File: config.mk
export PLATFORM = sky130hd
export DESIGN_NAME = text_buffer_ctrl
export DESIGN_NICKNAME = d
export VERILOG_FILES = /design/src/rtl/text_pkg.sv /design/src/rtl/text_fetch_pipe.sv /design/src/rtl/text_buffer_ctrl.sv
export SDC_FILE = /design/constraint.sdc
export NUM_CORES = 1
export LEC_CHECK = 0
export ABC_CLOCK_PERIOD_IN_PS = 3290
export BUFFER_PORTS_ARGS = -buffer_cell sky130_fd_sc_hd__buf_2
export CORE_MARGIN = 10
export CORE_UTILIZATION = 57
export CTS_BUF_LIST = sky130_fd_sc_hd__clkbuf_8
export CTS_CLUSTER_SIZE = 40
export DETAILED_ROUTE_END_ITERATION = 16
export HOLD_SLACK_MARGIN = 0.12
export PLACE_DENSITY = 0.95
export SKIP_CTS_REPAIR_TIMING = 1
export SLEW_MARGIN = 20
export SYNTH_ARGS = -nofsm -noshare
export SYNTH_HDL_FRONTEND = slang
export SYNTH_SLANG_ARGS = --single-unit
File: constraint.sdc
create_clock -name clk -period 3.29 [get_ports clk]
set_input_delay 0.1645 -clock clk [delete_from_list [all_inputs] [get_ports clk]]
set_output_delay 0.1645 -clock clk [all_outputs]
set_load 0.01 [all_outputs]
File: src/rtl/text_pkg.sv
// Shared constants, FSM encodings and the text-cell address helper for the text-mode buffer controller.
// Pure definitions: no latency, no flow control.
package text_pkg;
    localparam int COLS   = 80;
    localparam int ROWS   = 30;
    localparam int CHAR_W = 7;
    localparam int ADDR_W = 12;
    localparam int CELLS  = COLS * ROWS;

    localparam logic [CHAR_W-1:0] BLANK_CHAR = 7'h00;

    typedef logic [1:0] state_t;
    localparam state_t IDLE  = 2'd0;
    localparam state_t WRITE = 2'd1;
    localparam state_t ACK   = 2'd2;
    localparam state_t CLEAR = 2'd3;

    // row*80 + col as shift-add: 80 = 64 + 16
    function automatic logic [ADDR_W-1:0] addr_of(input logic [4:0] row, input logic [6:0] col);
        logic [ADDR_W-1:0] r;
        r = ADDR_W'(row);
        return (r << 6) + (r << 4) + ADDR_W'(col);
    endfunction
endpackage

File: src/rtl/text_fetch_pipe.sv
// Display fetch pipeline: pixel position -> char-RAM address -> font-ROM address -> font bit.
// Latency 3 clk from pixel_tick to font_bit/video_on_d; no backpressure, display always wins the RAM.
module text_fetch_pipe
    import text_pkg::*;
(
    input  logic              clk,
    input  logic              reset,
    input  logic              pixel_tick_i,
    input  logic              video_on_i,
    input  logic [9:0]        pixel_x_i,
    input  logic [9:0]        pixel_y_i,
    input  logic [CHAR_W-1:0] ram_rdata_i,
    input  logic [7:0]        font_word_i,
    output logic              disp_slot_o,
    output logic [ADDR_W-1:0] disp_addr_o,
    output logic [10:0]       rom_addr_o,
    output logic              font_bit_o,
    output logic              video_on_d_o
);
    logic       s1_vld_q, s1_vid_q;
    logic [3:0] s1_row_q;
    logic [2:0] s1_bit_q;
    logic       s2_vld_q, s2_vid_q;
    logic [2:0] s2_bit_q;
    logic       font_bit_q, video_on_d_q;
    logic       unused_y;

    assign unused_y     = pixel_y_i[9];
    assign disp_slot_o  = pixel_tick_i & video_on_i;
    assign disp_addr_o  = disp_slot_o ? addr_of(pixel_y_i[8:4], pixel_x_i[9:3]) : '0;
    assign rom_addr_o   = s1_vid_q ? {ram_rdata_i, s1_row_q} : '0;
    assign font_bit_o   = font_bit_q;
    assign video_on_d_o = video_on_d_q;

    always_ff @(posedge clk) begin
        if (!reset) begin
            s1_vld_q     <= 1'b0;
            s1_vid_q     <= 1'b0;
            s1_row_q     <= '0;
            s1_bit_q     <= '0;
            s2_vld_q     <= 1'b0;
            s2_vid_q     <= 1'b0;
            s2_bit_q     <= '0;
            font_bit_q   <= 1'b0;
            video_on_d_q <= 1'b0;
        end else begin
            s1_vld_q <= pixel_tick_i;
            s1_vid_q <= disp_slot_o;
            if (pixel_tick_i) begin
                s1_row_q <= pixel_y_i[3:0];
                s1_bit_q <= pixel_x_i[2:0];
            end
            s2_vld_q <= s1_vld_q;
            s2_vid_q <= s1_vid_q;
            s2_bit_q <= s1_bit_q;
            // Outputs only move when a tick arrives, so they hold between pixels
            if (s2_vld_q) begin
                video_on_d_q <= s2_vid_q;
                font_bit_q   <= s2_vid_q & font_word_i[~s2_bit_q];
            end
        end
    end
endmodule

File: src/rtl/text_buffer_ctrl.sv
// Text-mode controller: display fetch pipeline plus host write/clear arbiter on the single-port char RAM.
// Display latency 3 clk; host writes and clear steps only use cycles that are not display slots.
module text_buffer_ctrl
    import text_pkg::*;
(
    input  logic              clk,
    input  logic              reset,
    input  logic              pixel_tick,
    input  logic              video_on,
    input  logic [9:0]        pixel_x,
    input  logic [9:0]        pixel_y,
    output logic [ADDR_W-1:0] ram_addr,
    output logic              ram_we,
    output logic [CHAR_W-1:0] ram_wdata,
    input  logic [CHAR_W-1:0] ram_rdata,
    output logic [10:0]       rom_addr,
    input  logic [7:0]        font_word,
    output logic              font_bit,
    output logic              video_on_d,
    input  logic              wr_req,
    input  logic [6:0]        wr_col,
    input  logic [4:0]        wr_row,
    input  logic [CHAR_W-1:0] wr_char,
    output logic              wr_ack,
    output logic              wr_err,
    input  logic              clr_req,
    output logic              clr_busy
);
    state_t            state_q, state_d;
    logic [ADDR_W-1:0] cnt_q, cnt_d;
    logic [ADDR_W-1:0] waddr_q, waddr_d;
    logic [CHAR_W-1:0] wchar_q, wchar_d;
    logic              err_q, err_d;
    logic              disp_slot;
    logic [ADDR_W-1:0] disp_addr;

    text_fetch_pipe u_pipe (
        .clk          (clk),
        .reset        (reset),
        .pixel_tick_i (pixel_tick),
        .video_on_i   (video_on),
        .pixel_x_i    (pixel_x),
        .pixel_y_i    (pixel_y),
        .ram_rdata_i  (ram_rdata),
        .font_word_i  (font_word),
        .disp_slot_o  (disp_slot),
        .disp_addr_o  (disp_addr),
        .rom_addr_o   (rom_addr),
        .font_bit_o   (font_bit),
        .video_on_d_o (video_on_d)
    );

    always_comb begin
        state_d   = state_q;
        cnt_d     = cnt_q;
        waddr_d   = waddr_q;
        wchar_d   = wchar_q;
        err_d     = err_q;
        ram_we    = 1'b0;
        ram_addr  = disp_addr;
        ram_wdata = '0;
        case (state_q)
            IDLE: begin
                if (clr_req) begin
                    state_d = CLEAR;
                end else if (wr_req) begin
                    if (wr_col < 7'(COLS) && wr_row < 5'(ROWS)) begin
                        state_d = WRITE;
                        waddr_d = addr_of(wr_row, wr_col);
                        wchar_d = wr_char;
                        err_d   = 1'b0;
                    end else begin
                        state_d = ACK;
                        err_d   = 1'b1;
                    end
                end
            end
            WRITE: begin
                if (!disp_slot) begin
                    ram_we    = 1'b1;
                    ram_addr  = waddr_q;
                    ram_wdata = wchar_q;
                    state_d   = ACK;
                end
            end
            ACK: state_d = IDLE;
            CLEAR: begin
                if (!disp_slot) begin
                    ram_we    = 1'b1;
                    ram_addr  = cnt_q;
                    ram_wdata = BLANK_CHAR;
                    if (cnt_q == ADDR_W'(CELLS - 1)) begin
                        cnt_d   = '0;
                        state_d = IDLE;
                    end else begin
                        cnt_d = cnt_q + ADDR_W'(1);
                    end
                end
            end
            default: state_d = IDLE;
        endcase
    end

    assign wr_ack   = (state_q == ACK);
    assign wr_err   = (state_q == ACK) & err_q;
    assign clr_busy = (state_q == CLEAR);

    always_ff @(posedge clk) begin
        if (!reset) begin
            state_q <= IDLE;
            cnt_q   <= '0;
            waddr_q <= '0;
            wchar_q <= '0;
            err_q   <= 1'b0;
        end else begin
            state_q <= state_d;
            cnt_q   <= cnt_d;
            waddr_q <= waddr_d;
            wchar_q <= wchar_d;
            err_q   <= err_d;
        end
    end
endmodule

Yosys cells after proc, flatten, opt, wreduce, memory -nomap -nowiden
Index checks and enable logic that the tools add are counted.

word-level totals
  register bits after elaboration = 50
  bits in latches = 0
  bits in writable memories = 0
  ROM bits = 0
  input port bits = 60
  output and inout port bits = 36
  word-level logic and storage cells = 63
  memories kept = 0

cells by class
  add/subtract/negate cells = 5
  multiply operators = 0
  divide/modulo/power cells = 0
  magnitude comparators = 3
  eq/ne operators = 8
  shift operators = 0
  mux-type cells = 20
  bitwise gates (word level) = 6
  reductions and logical operators = 7

operators by type and width
  operator               number
  $mux 12                4
  $add 11x9->12          2
  $add 12x7->12          2
  $pmux 12 s2            1
  $mux 7                 2
  $add 12x1->12 const B  1
  $eq 12x12->1 const B   1
  $mux 2                 6
  $mux 11                1
  $pmux 2 s4             1
  $reduce_and 4->1       2
  $lt 7x7->1 const B     1
  $lt 5x5->1 const B     1
  $eq 2x2->1 const B     2
  $lt 3x4->1 const B     1
  $mux 1                 4
  $ne 2x2->1 const B     2
  $and 1x1->1            3
  $bmux 1 s3             1
  $ne 3x3->1 const B     1
  $not 3->3              1
  $reduce_and 3->1       1
  $eq 2x1->1 const B     1
  $logic_not 2->1        1
  5 further kinds        6

Depth between registers and ports, before layout
  depth after elaboration = 6
  mapped depth = 8
  gate-level depth less buffers = 8

Modules after synthesis
From an unflattened synthesis, not the netlist that was laid out.

second synthesis, totals
  cells, all modules = 363
  area, all modules = 3090.5 um^2

by module, submodules not included
  module            times used  cells an instance  area an instance (um^2)  sequential area each (um^2)
  text_buffer_ctrl  1           251                2052.0                   680.7
  text_fetch_pipe   1           112                1038.5                   320.3

Worst setup path after synthesis
OpenSTA, ideal clock, no wires.

  path kind = input port to output port
  from = input pixel_x[9]
  to = output ram_addr[10]
  arrival time = 1.974 ns
  data required time = 3.125 ns
  slack = 1.152 ns
  stages = 8
  path buffers = 0
  cells stage by stage = inv_1 fa_1 inv_1 ha_1 a21o_1 a31o_2 a2111oi_0 nand3b_1

between the ends
  word-level cells in the longest chain between the ends = 4
  elaborated cells between the ends (all ways) = 5
  classes of those cells = add/sub (1); mux (4)

ends and longest elaborated chain
  what                        RTL line                                        RTL
  start: declaration          text_buffer_ctrl.sv:10                          input logic [9:0] pixel_x,
  $add 12x7->12 *             text_pkg.sv:22                                  return (r << 6) + (r << 4) + ADDR_W'(col);
  $mux 12 *                   text_fetch_pipe.sv:30                           assign disp_addr_o = disp_slot_o ? addr_of(pixel_y_i[8:4], pixel_x_i[9:3]) : '0;
  $mux 12 (on tied branches)  text_buffer_ctrl.sv:88, text_buffer_ctrl.sv:79
  $pmux 12 s2 *               text_buffer_ctrl.sv:62                          case (state_q)
  end: declaration            text_buffer_ctrl.sv:12                          output logic [ADDR_W-1:0] ram_addr,

Every way passes the cells marked *; elsewhere a longest branch is shown, timed or not.

Worst setup path after layout
Ends and elaborated chain as after synthesis.

==> impl_metrics.yaml <==
run_status:
  status: "finished, final reports clean"
logic_synthesis:
  syn-num-nets: 417
  synth.avg_cell_area_um2: 8.815
  synth_warnings: 0
  synthDistinctLibCells: 50
  yosysTopAreaCell: "dfxtp_1"
  syn_inst: 334
  ys_ff_latch: 50
  synthArstFlopShare: 0
  synth_edf_count: 0
  synth_top_area_share: 0.3400
  synth_flop_cell: "dfxtp_1"
  synth.yosys.seq_area_share: 0.3400
  synth.area.top_cells: "dfxtp_1, ha_1, mux2i_1"
  syn_area_um2: 2944
cts:
  cts_buffer_depth: 2
  clk_latency_ps: 310
  cts_root_buffer: "clkbuf_8"
  cts_buffers: 5
  clk_pin_slew_ps: 90
  h-tree-depth: 2
  cts_tree: "yes"
  clock-sinks: 50
critical_path:
  cp_top_family: "adder cells"
  criticalPathCategory: "input pin to primary output"
  rrSetupSlack_ps: 1030
  critical_path.max_fanout: 2
  critPathLaunchType: "input pin"
  cpMaxStageDelayCell: "fa_1"
  required_ps: 3130
  setup.worst_path.end_class: "primary output"
  path_cells: "buf_2 -> inv_1 -> fa_1 -> inv_1 -> ha_1 -> a21o_1 -> a31o_2 -> a2111oi_0 -> nand3b_1 -> buf_2"
  worstPathArrival_ps: 2260
  r2r_start: "state_q[0]"
  r2r_cells: 5
  r2r-end: "cnt_q[1]"
  worst-path-buf-inv: 4
  max_stage_delay_ps: 540
worst_hold_path:
  min_to: "waddr_q[0]"
  hold_depth: 3
  hold_start: "wr_col[0]"
  hold_class: "input pin to register"
drt:
  drtIter0Drc: 186
  final_antenna_net_count: 0
  via_per_inst: 5.693
  drc: 0
  vias: 2852
  routed_wl_mm: 8.621
  wl_per_cell_um: 17.21
  first_pass_iters: 4
die:
  rows: 26
  die-area_um2: 8440
  ios: 96
  initial_utilization: 0.5839
  die_h_um: 91.87
  core_area_um2: 5042
  die_w_um: 91.87
layout:
  final_cell_mix: "buf_2, dfxtp_1, nand2_1"
  utilization: 0.7221
  syn_to_final_growth_pct: 23.67
  final_common_cell: "buf_2"
  final_nets: 513
  drive_gt1_frac: 0.2622
  antenna_cells: 0
  fillers: 372
timing:
  maxSlewHeadroom: 0.5187
  finalClockSkew_ps: 5.195
  worst_pin_slew_ps: 717.1
  hold_viol: 0
  clock.fmax_mhz: 411.8
  fin_crit_ps: 2429
  maxSlewViolCount: 0
  setup_viol: 0
  rsz0062_at_grt: "false"
  setup_tns_ps: 0
  finalCritPeriodShare: 0.7382
global_routing:
  antenna_found_initial: 0
  grt_pass1_wl_mm: 13.42
  grt_overflow: 0
  grt_pass1_vias: 2924
  grt_use_total: 0.1892
  grt_max_degree: 45
placement:
  routabilityCongestion: 0.8169
  numPortBuffers: 94
  post-dp-hpwl_mm: 6.365
power:
  peakVddDrop_uv: 274.5
  power_density_nw_per_um2: 395.0
  total_power_w: 0.001438
  power_leakage_nw: 1.668
job:
  maxCapViolations: 0
## cell usage after synthesis, types with 2 or more instances
library cell,count
inv_1,10
and2_1,31
dfxtp_1,50
o22ai_1,3
a21boi_0,8
and3_1,2
xnor2_1,7
buf_6,3
xor2_1,3
o21ai_0,16
nor2b_1,10
fa_1,4
a211oi_1,3
nand3_1,10
o21ai_1,3
nand3b_1,2
or3_1,7
ha_1,19
nand2_1,44
clkbuf_1,11
nand4_1,6
nor2_1,9
nor3_1,2
mux4_2,2
a21oi_1,12
a21boi_1,5
a21o_1,7
mux2i_1,21
o21a_1,3
## state kept, by name, summed over array words and instances (netlist names), 2 cells and up
signal,flops
wchar_q,7
cnt_q,12
u_pipe.s1_bit_q,3
waddr_q,12
u_pipe.s2_bit_q,3
u_pipe.s1_row_q,4
state_q,2
## per-stage QoR
step / worst slack (ps) / instance area (µm²) / std cells / hold slack (ps)
4_1_cts: 845.3 / 3551 / 492 / 84.86
5_1_grt: 692.3 / 3641 / 501 / 122.7
3_3_place_gp: 936.7 / 3435 / 484 / 403.4
6_report: 861.5 / 3641 / 501 / 98.44
3_5_place_dp: 859.3 / 3435 / 484 / 418.0
2_1_floorplan: 1152 / 2944 / 334 / 297.9
## per-layer routing
metal	track usage	share of wire
met1	0.2017	0.37
met2	0.3382	0.53
met3	0.05705	0.072
met4	0.07969	0.030
met5	0	0
## layout make-up
cell class | count | area (µm²) | area share
Clock buffer | 5 | 68.82 | 0.01890
Clock inverter | 3 | 47.55 | 0.01306
Inverter | 11 | 41.29 | 0.01134
Multi-Input combinational cell | 257 | 1819 | 0.4997
Sequential cell | 50 | 1001 | 0.2749
Tap cell | 70 | 87.58 | 0.02405
Timing Repair Buffer | 105 | 575.6 | 0.1581
## where the power goes
part	internal [W]	switching, W
registers	0.000631	0.0000189
logic	0.000152	0.000182
clock network	0.000231	0.000224
## worst max-delay path by stage
stage / slack, ps / cells past startpoint / to / from
after floorplan: 1150 / 8 / ram_addr[10] / pixel_x[9]
after global placement: 940 / 10 / ram_addr[10] / pixel_x[9]
after detailed placement: 860 / 10 / ram_addr[10] / pixel_x[9]
after CTS: 850 / 10 / ram_addr[10] / pixel_x[9]
after global routing: 690 / 10 / ram_addr[10] / pixel_x[9]
final: 860 / 10 / ram_addr[10] / pixel_x[9]
## tightest hold or removal path, stage by stage
cell	delay, ps
buf_2	100
nand2_1	40
a21boi_0	60
## cell families after synthesis
logic type	synth area share
and+or+nand+nor	0.2329
adders and majority gates	0.1079
xor gates and xnor gates	0.02975
DFF	0.3400
buffers and inverters	0.04377
AOI/OAI and AO/OA	0.1551
muxes	0.09052
Note: power is estimated with default switching activity, not from simulation.
